$ cat src/rtl/plane_result_packetizer.sv
// plane_result_packetizer
//
// Pairs each plane result with the matching accumulated sphere surface and emits a
// 4-word frame on a 32-bit valid/ready stream:
//   word 0  header   {SYNC_BYTE, seq, ovf_cnt, 6'b0, surf_missing, plane_missing}
//   word 1  plane result (0 if missing)
//   word 2  surface      (0 if missing)
//   word 3  checksum = word0 ^ word1 ^ word2, flagged with m_last
//
// A pending slot collects the next pair while a frame is being transmitted from the
// tx slot, so one complete pair can be queued behind an in-flight frame. If only one
// half of a pair shows up, a wait counter forces a partial frame after TIMEOUT_CYC
// cycles. A result that replaces a still-pending one is counted in ovf_cnt.
//
// Ports
//   clk         system clock
//   rst         asynchronous reset, active low
//   plane_en    1-cycle strobe qualifying plane_data
//   plane_data  plane result
//   surf_en     1-cycle strobe qualifying surf_data
//   surf_data   accumulated sphere surface
//   m_data      stream data (registered)
//   m_valid     stream valid (registered, never retracted before acceptance)
//   m_ready     stream ready from the consumer
//   m_last      marks the checksum word (registered)
//   busy        a frame is in flight
//   ovf_cnt     saturating count of overwritten pending results

module plane_result_packetizer #(
  parameter logic [7:0]  SYNC_BYTE   = 8'hA5,
  parameter int unsigned TIMEOUT_CYC = 1024
) (
  input  logic        clk,
  input  logic        rst,
  input  logic        plane_en,
  input  logic [31:0] plane_data,
  input  logic        surf_en,
  input  logic [31:0] surf_data,
  output logic [31:0] m_data,
  output logic        m_valid,
  input  logic        m_ready,
  output logic        m_last,
  output logic        busy,
  output logic [7:0]  ovf_cnt
);

  // TIMEOUT_CYC - 1 always fits in $clog2(TIMEOUT_CYC) bits for TIMEOUT_CYC >= 2.
  localparam int unsigned CntW = (TIMEOUT_CYC > 2) ? $clog2(TIMEOUT_CYC) : 1;
  localparam logic [CntW-1:0] CntMax = CntW'(TIMEOUT_CYC - 1);

  typedef enum logic [2:0] {
    StIdle,
    StHdr,
    StPlane,
    StSurf,
    StCsum
  } state_e;

  state_e         state_q;

  // Pending slot
  logic [31:0]    plane_q;
  logic [31:0]    surf_q;
  logic           pv_q;
  logic           sv_q;
  logic [CntW-1:0] wait_q;
  logic [CntW-1:0] wait_d;
  logic [7:0]     ovf_q;
  logic [7:0]     ovf_d;

  // Tx slot
  logic [31:0]    tx_plane_q;
  logic [31:0]    tx_surf_q;
  logic [31:0]    tx_hdr_q;
  logic [7:0]     seq_q;

  logic           timeout;
  logic           promote;
  logic           plane_ovf;
  logic           surf_ovf;
  logic [8:0]     ovf_sum;
  logic [31:0]    hdr_word;
  logic           xfer;

  // Exactly one half present and it has waited long enough.
  assign timeout = (pv_q ^ sv_q) && (wait_q == CntMax);
  assign promote = (state_q == StIdle) && ((pv_q && sv_q) || timeout);

  // A strobe in the promotion cycle refills an emptied slot, so it is not an overwrite.
  assign plane_ovf = plane_en && pv_q && !promote;
  assign surf_ovf  = surf_en && sv_q && !promote;

  // ovf_q is stable in the promotion cycle (no overwrite can be counted then).
  assign hdr_word = {SYNC_BYTE, seq_q, ovf_q, 6'b0, ~sv_q, ~pv_q};

  assign xfer = m_valid && m_ready;

  always_comb begin
    ovf_sum = {1'b0, ovf_q} + {8'b0, plane_ovf} + {8'b0, surf_ovf};
    ovf_d   = ovf_sum[8] ? 8'hFF : ovf_sum[7:0];
  end

  always_comb begin
    wait_d = '0;
    if ((pv_q ^ sv_q) && !promote) begin
      // Hold at the terminal count until the FSM is free to promote.
      wait_d = (wait_q == CntMax) ? CntMax : wait_q + 1'b1;
    end
  end

  // Pending slot, wait counter and overflow counter.
  always_ff @(posedge clk or negedge rst) begin
    if (!rst) begin
      plane_q <= '0;
      surf_q  <= '0;
      pv_q    <= 1'b0;
      sv_q    <= 1'b0;
      wait_q  <= '0;
      ovf_q   <= '0;
    end else begin
      if (plane_en) begin
        plane_q <= plane_data;
      end
      if (surf_en) begin
        surf_q <= surf_data;
      end
      pv_q   <= plane_en | (pv_q & ~promote);
      sv_q   <= surf_en | (sv_q & ~promote);
      wait_q <= wait_d;
      ovf_q  <= ovf_d;
    end
  end

  // Frame FSM with registered stream outputs.
  always_ff @(posedge clk or negedge rst) begin
    if (!rst) begin
      state_q    <= StIdle;
      tx_plane_q <= '0;
      tx_surf_q  <= '0;
      tx_hdr_q   <= '0;
      seq_q      <= '0;
      m_data     <= '0;
      m_valid    <= 1'b0;
      m_last     <= 1'b0;
    end else begin
      unique case (state_q)
        StIdle: begin
          if (promote) begin
            tx_plane_q <= pv_q ? plane_q : 32'h0;
            tx_surf_q  <= sv_q ? surf_q : 32'h0;
            tx_hdr_q   <= hdr_word;
            m_data     <= hdr_word;
            m_valid    <= 1'b1;
            m_last     <= 1'b0;
            state_q    <= StHdr;
          end
        end
        StHdr: begin
          if (xfer) begin
            m_data  <= tx_plane_q;
            state_q <= StPlane;
          end
        end
        StPlane: begin
          if (xfer) begin
            m_data  <= tx_surf_q;
            state_q <= StSurf;
          end
        end
        StSurf: begin
          if (xfer) begin
            m_data  <= tx_hdr_q ^ tx_plane_q ^ tx_surf_q;
            m_last  <= 1'b1;
            state_q <= StCsum;
          end
        end
        StCsum: begin
          if (xfer) begin
            m_data  <= '0;
            m_valid <= 1'b0;
            m_last  <= 1'b0;
            seq_q   <= seq_q + 8'd1;
            state_q <= StIdle;
          end
        end
        default: begin
          m_valid <= 1'b0;
          m_last  <= 1'b0;
          state_q <= StIdle;
        end
      endcase
    end
  end

  assign busy    = (state_q != StIdle);
  assign ovf_cnt = ovf_q;

endmodule

$ cat config.mk
export PLATFORM = sky130hd
export DESIGN_NAME = plane_result_packetizer
export DESIGN_NICKNAME = d
export VERILOG_FILES = /design/src/rtl/plane_result_packetizer.sv
export SDC_FILE = /design/constraint.sdc
export NUM_CORES = 1
export LEC_CHECK = 0
export ABC_CLOCK_PERIOD_IN_PS = 4300
export CAP_MARGIN = 20
export CORE_AREA = 5 5 125 186
export DETAILED_ROUTE_END_ITERATION = 16
export DIE_AREA = 0 0 130 191
export HOLD_SLACK_MARGIN = 0.08
export PLACE_DENSITY = 0.8
export SYNTH_ARGS = -nofsm -noshare
export SYNTH_HDL_FRONTEND = slang
export SYNTH_SLANG_ARGS = --single-unit
$ cat constraint.sdc
create_clock -name clk -period 4.3 [get_ports clk]
set_input_delay 0.86 -clock clk [delete_from_list [all_inputs] [get_ports clk]]
set_output_delay 0.86 -clock clk [all_outputs]
set_load 0.02 [all_outputs]
==> run summary <==
total internal power: 3.48 mW
Final setup viols: 0
Area Growth Syn to Fin: 18.4%
first-pass GRT wire length: 43200 um
status: finished clean
Post-synth EDFFs: 0
DR pass1 iterations: 7
FMAX: 0.312 GHz
GRT overflow: 0
synth top area cells: dfrtp_1 51%, o21ai_0 8.5%, mux2_2 8.0%
Pins Over Slew Limit: 0
Top FF cell, synth: dfrtp_1
hold crit path type: primary input to async pin
Yosys cell types: 56
crit path time final: 3.20 ns
CTS tree: done
post-synthesis sequential area ratio: 51.5%
WL/cell: 19.6 um
fin nets: 1124
Final ANT Viol Nets: 0
crit path launch type: flip-flop
CTS Root Cell: clkbuf_16
Resize count post-CTS: 0
total wire length: 26200 um
met3 Use GR: 2.74%
largest net degree at the start of global routing: 103
post-synthesis async set-or-reset flop share: 100%
Pwr Density: 376 nW/um^2
Worst setup EP type: primary output
setup bufs post-CTS: 0
worst-path fanout max: 33
GPL Wtd Cong: 0.881
Worst Tran Pin Value: 1.01 ns
Synth Register Bits: 212
dpl cell area: 11400 um^2
Clock transition at path regs: 0.06 ns
setup TNS: 0 ns
register share of total power: 47.9%
hpwl dp: 16900 um
Initial Util: 48.0%
syn avg cell area: 10.4 um^2
Synth Warn #: 0
Crit-path slowest cell: dfrtp_2
IO Port Bufs: 111
area leader, netlist: dfrtp_1
Critical Path AT: 2.34 ns
Skew-Pair Late Insertion Delay: 0.50 ns
total global-route track usage: 21.6%
combinational fraction of design power: 9.9%
Synth Cell Area: 10300 um^2
crit path cell chain: nor3_4, inv_2, clkdlybuf4s50_1
total number of vias: 7921
period utilisation layout: 74.4%
die width: 130 um
RSZ-0062 raised after global routing: false
Remaining DRCs: 0
GRT Max-Usage Layer: met2
flop2flop setup slack: 1.28 ns
Clk network pwr share: 42.1%
GRT met1 Usage: 26.9%
Non-Filler Instances: 1336
total clock buffers created by CTS: 22
Synth top area share: 51.5%
floorplan die height: 191 um
R2R cell count: 6
met2 Use GR: 37.1%
routed vias/inst: 5.93
area of the core: 21500 um^2
DIE AREA: 24800 um^2
fraction of layout cells with a size suffix above 1: 14.8%
# IOs: 112
design area: 12200 um^2
Net Count, Synth: 1061
Post-CTS Hold Buffers: 0
Syn Inst Count: 987
Placed Cells: 1296
max cap viols: 0
vias in the first global route: 8196
slowest stage delay, CP: 0.67 ns
CTS sink cnt: 212
CP Class: flip-flop to primary output
Worst EP required: 3.44 ns
Rows: 66
Max IR drop VDD: 0.284 mV
max_slew headroom: 32.6%
H-tree depth: 1
NetSw: 1.11 mW
Lkg Pwr: 5.27 nW
Fin. Hold Viols: 0
DRT iter0 DRCs: 730
Core Util, Final: 56.9%
Clock Path Buffers: 3
Worst Clk Skew: 0.00727 ns
initial antenna violation count: 0
number of diodes: 0
Sw Share: 24.1%
[placed cells by master, fill, tap and decap left out, types with 3 or more instances in the layout]
cell	netlist	final
dfrtp_1	212	209
o21ai_0	176	176
clkdlybuf4s50_1	0	108
nand2_1	95	95
mux2_2	73	73
a211oi_1	39	39
inv_1	38	37
xor2_1	24	24
xnor2_1	23	23
clkbuf_16	0	23
a31oi_1	22	22
o21a_1	19	19
nor2_1	18	18
nand3b_1	18	18
a32o_1	18	18
a21oi_1	17	17
a2111oi_0	17	17
nand3_1	11	11
buf_4	10	11
nor3_1	10	10
mux2_4	10	10
o21ai_1	6	6
clkinv_2	0	6
a311oi_1	5	5
clkbuf_8	0	5
and3_1	4	4
and2_1	4	4
nand2b_1	4	4
or3b_2	4	4
ha_1	4	4
nand4_1	3	3
dfrtp_2	0	3
[worst max-delay path, delay by kind of cell, from the launching register on]
family,cells,cell delay [ns]
flip-flops,1,0.67
buffers and inverters,2,0.67
AND/OR/NAND/NOR,1,0.50
[final timing paths]
path	startpoint	endpoint
worst max-delay path	state_q[1]	busy
worst min-delay path	rst	tx_plane_q[11]
worst max register to register	pv_q	m_data[9]
worst min register to register	m_data[17]	m_data[17]
max in group asynchronous	rst	m_data[18]
min in group clk	m_data[17]	m_data[17]
[synth_stat cells, types with 2 or more instances]
library cell,n
nand2_1,95
a211oi_1,39
o211ai_1,2
nand4_1,3
nand3b_1,18
or3b_2,4
buf_6,3
nor2_1,18
clkbuf_2,2
a32o_1,18
clkbuf_1,40
and2_1,4
mux2_2,73
dfrtp_1,212
a21oi_1,17
o21ai_1,6
buf_4,10
inv_1,38
a2111oi_0,17
a31oi_1,22
a21o_1,2
xnor2_1,23
nand3_1,11
nand2b_1,4
nor3_1,10
a311oi_1,5
mux2_4,10
o21ai_0,176
ha_1,4
buf_1,11
nor2b_1,3
and3_1,4
xor2_1,24
o21a_1,19
buf_2,19
[kinds of logic (layout without fill, tap and decap cells)]
family	Yosys count	count (layout)	synth area share, %
AO/OA/AOI/OAI	329	329	19.9
flip-flops	212	212	51.5
AND/OR/NAND/NOR	186	186	8.99
buffers and inverters	124	201	5.46
multiplexers	84	84	9.53
XOR/XNOR	47	47	3.99
adder cells (fa/ha/maj)	5	5	0.680
[state kept, by name (all words and copies together) (netlist names), 3 cells and up]
name and count:
tx_plane_q 32, surf_q 32, wait_q 10, tx_hdr_q 19, seq_q 8, state_q 3, tx_surf_q 32, ovf_cnt 8
plane_q 32, m_data 32
[layer usage]
layer / routed length [um] / part of all wire (%) / vias up
li1: - / - / 3640
met1: 10200 / 39 / 3956
met2: 13400 / 51 / 254
met3: 1320 / 5.0 / 71
met4: 1290 / 4.9 / 0
met5: 0 / 0 / -
[power groups by stage]
| stage | Combinational, mW | Sequential, mW | Clock, mW |
|---|---|---|---|
| floorplan | 0.300 | 2.19 | 0 |
| global placement | 0.451 | 2.23 | 0 |
| detailed placement | 0.458 | 2.23 | 0 |
| CTS | 0.462 | 2.20 | 1.95 |
| global route | 0.505 | 2.21 | 2.04 |
| finish | 0.456 | 2.20 | 1.93 |
[area by class of cell]
type                            instances  area [um^2]
Inverter                               38          143
Sequential cell                       212         5310
Clock buffer                           28          634
Timing Repair Buffer                  125         1230
Multi-Input combinational cell        651         4440
Clock inverter                         10          105
Fill cell                            1806         9260
Tap cell                              272          340
[stage by stage]
step | hold slack (ns) | worst slack [ns] | power [mW]
2_1_floorplan | 0.466 | 1.17 | 2.49
3_3_place_gp | 0.477 | 0.964 | 2.68
3_5_place_dp | 0.489 | 0.873 | 2.69
4_1_cts | 0.363 | 1.07 | 4.61
5_1_grt | 0.392 | 1.02 | 4.76
6_report | 0.345 | 1.10 | 4.59
(Power assumes the default switching activity.)
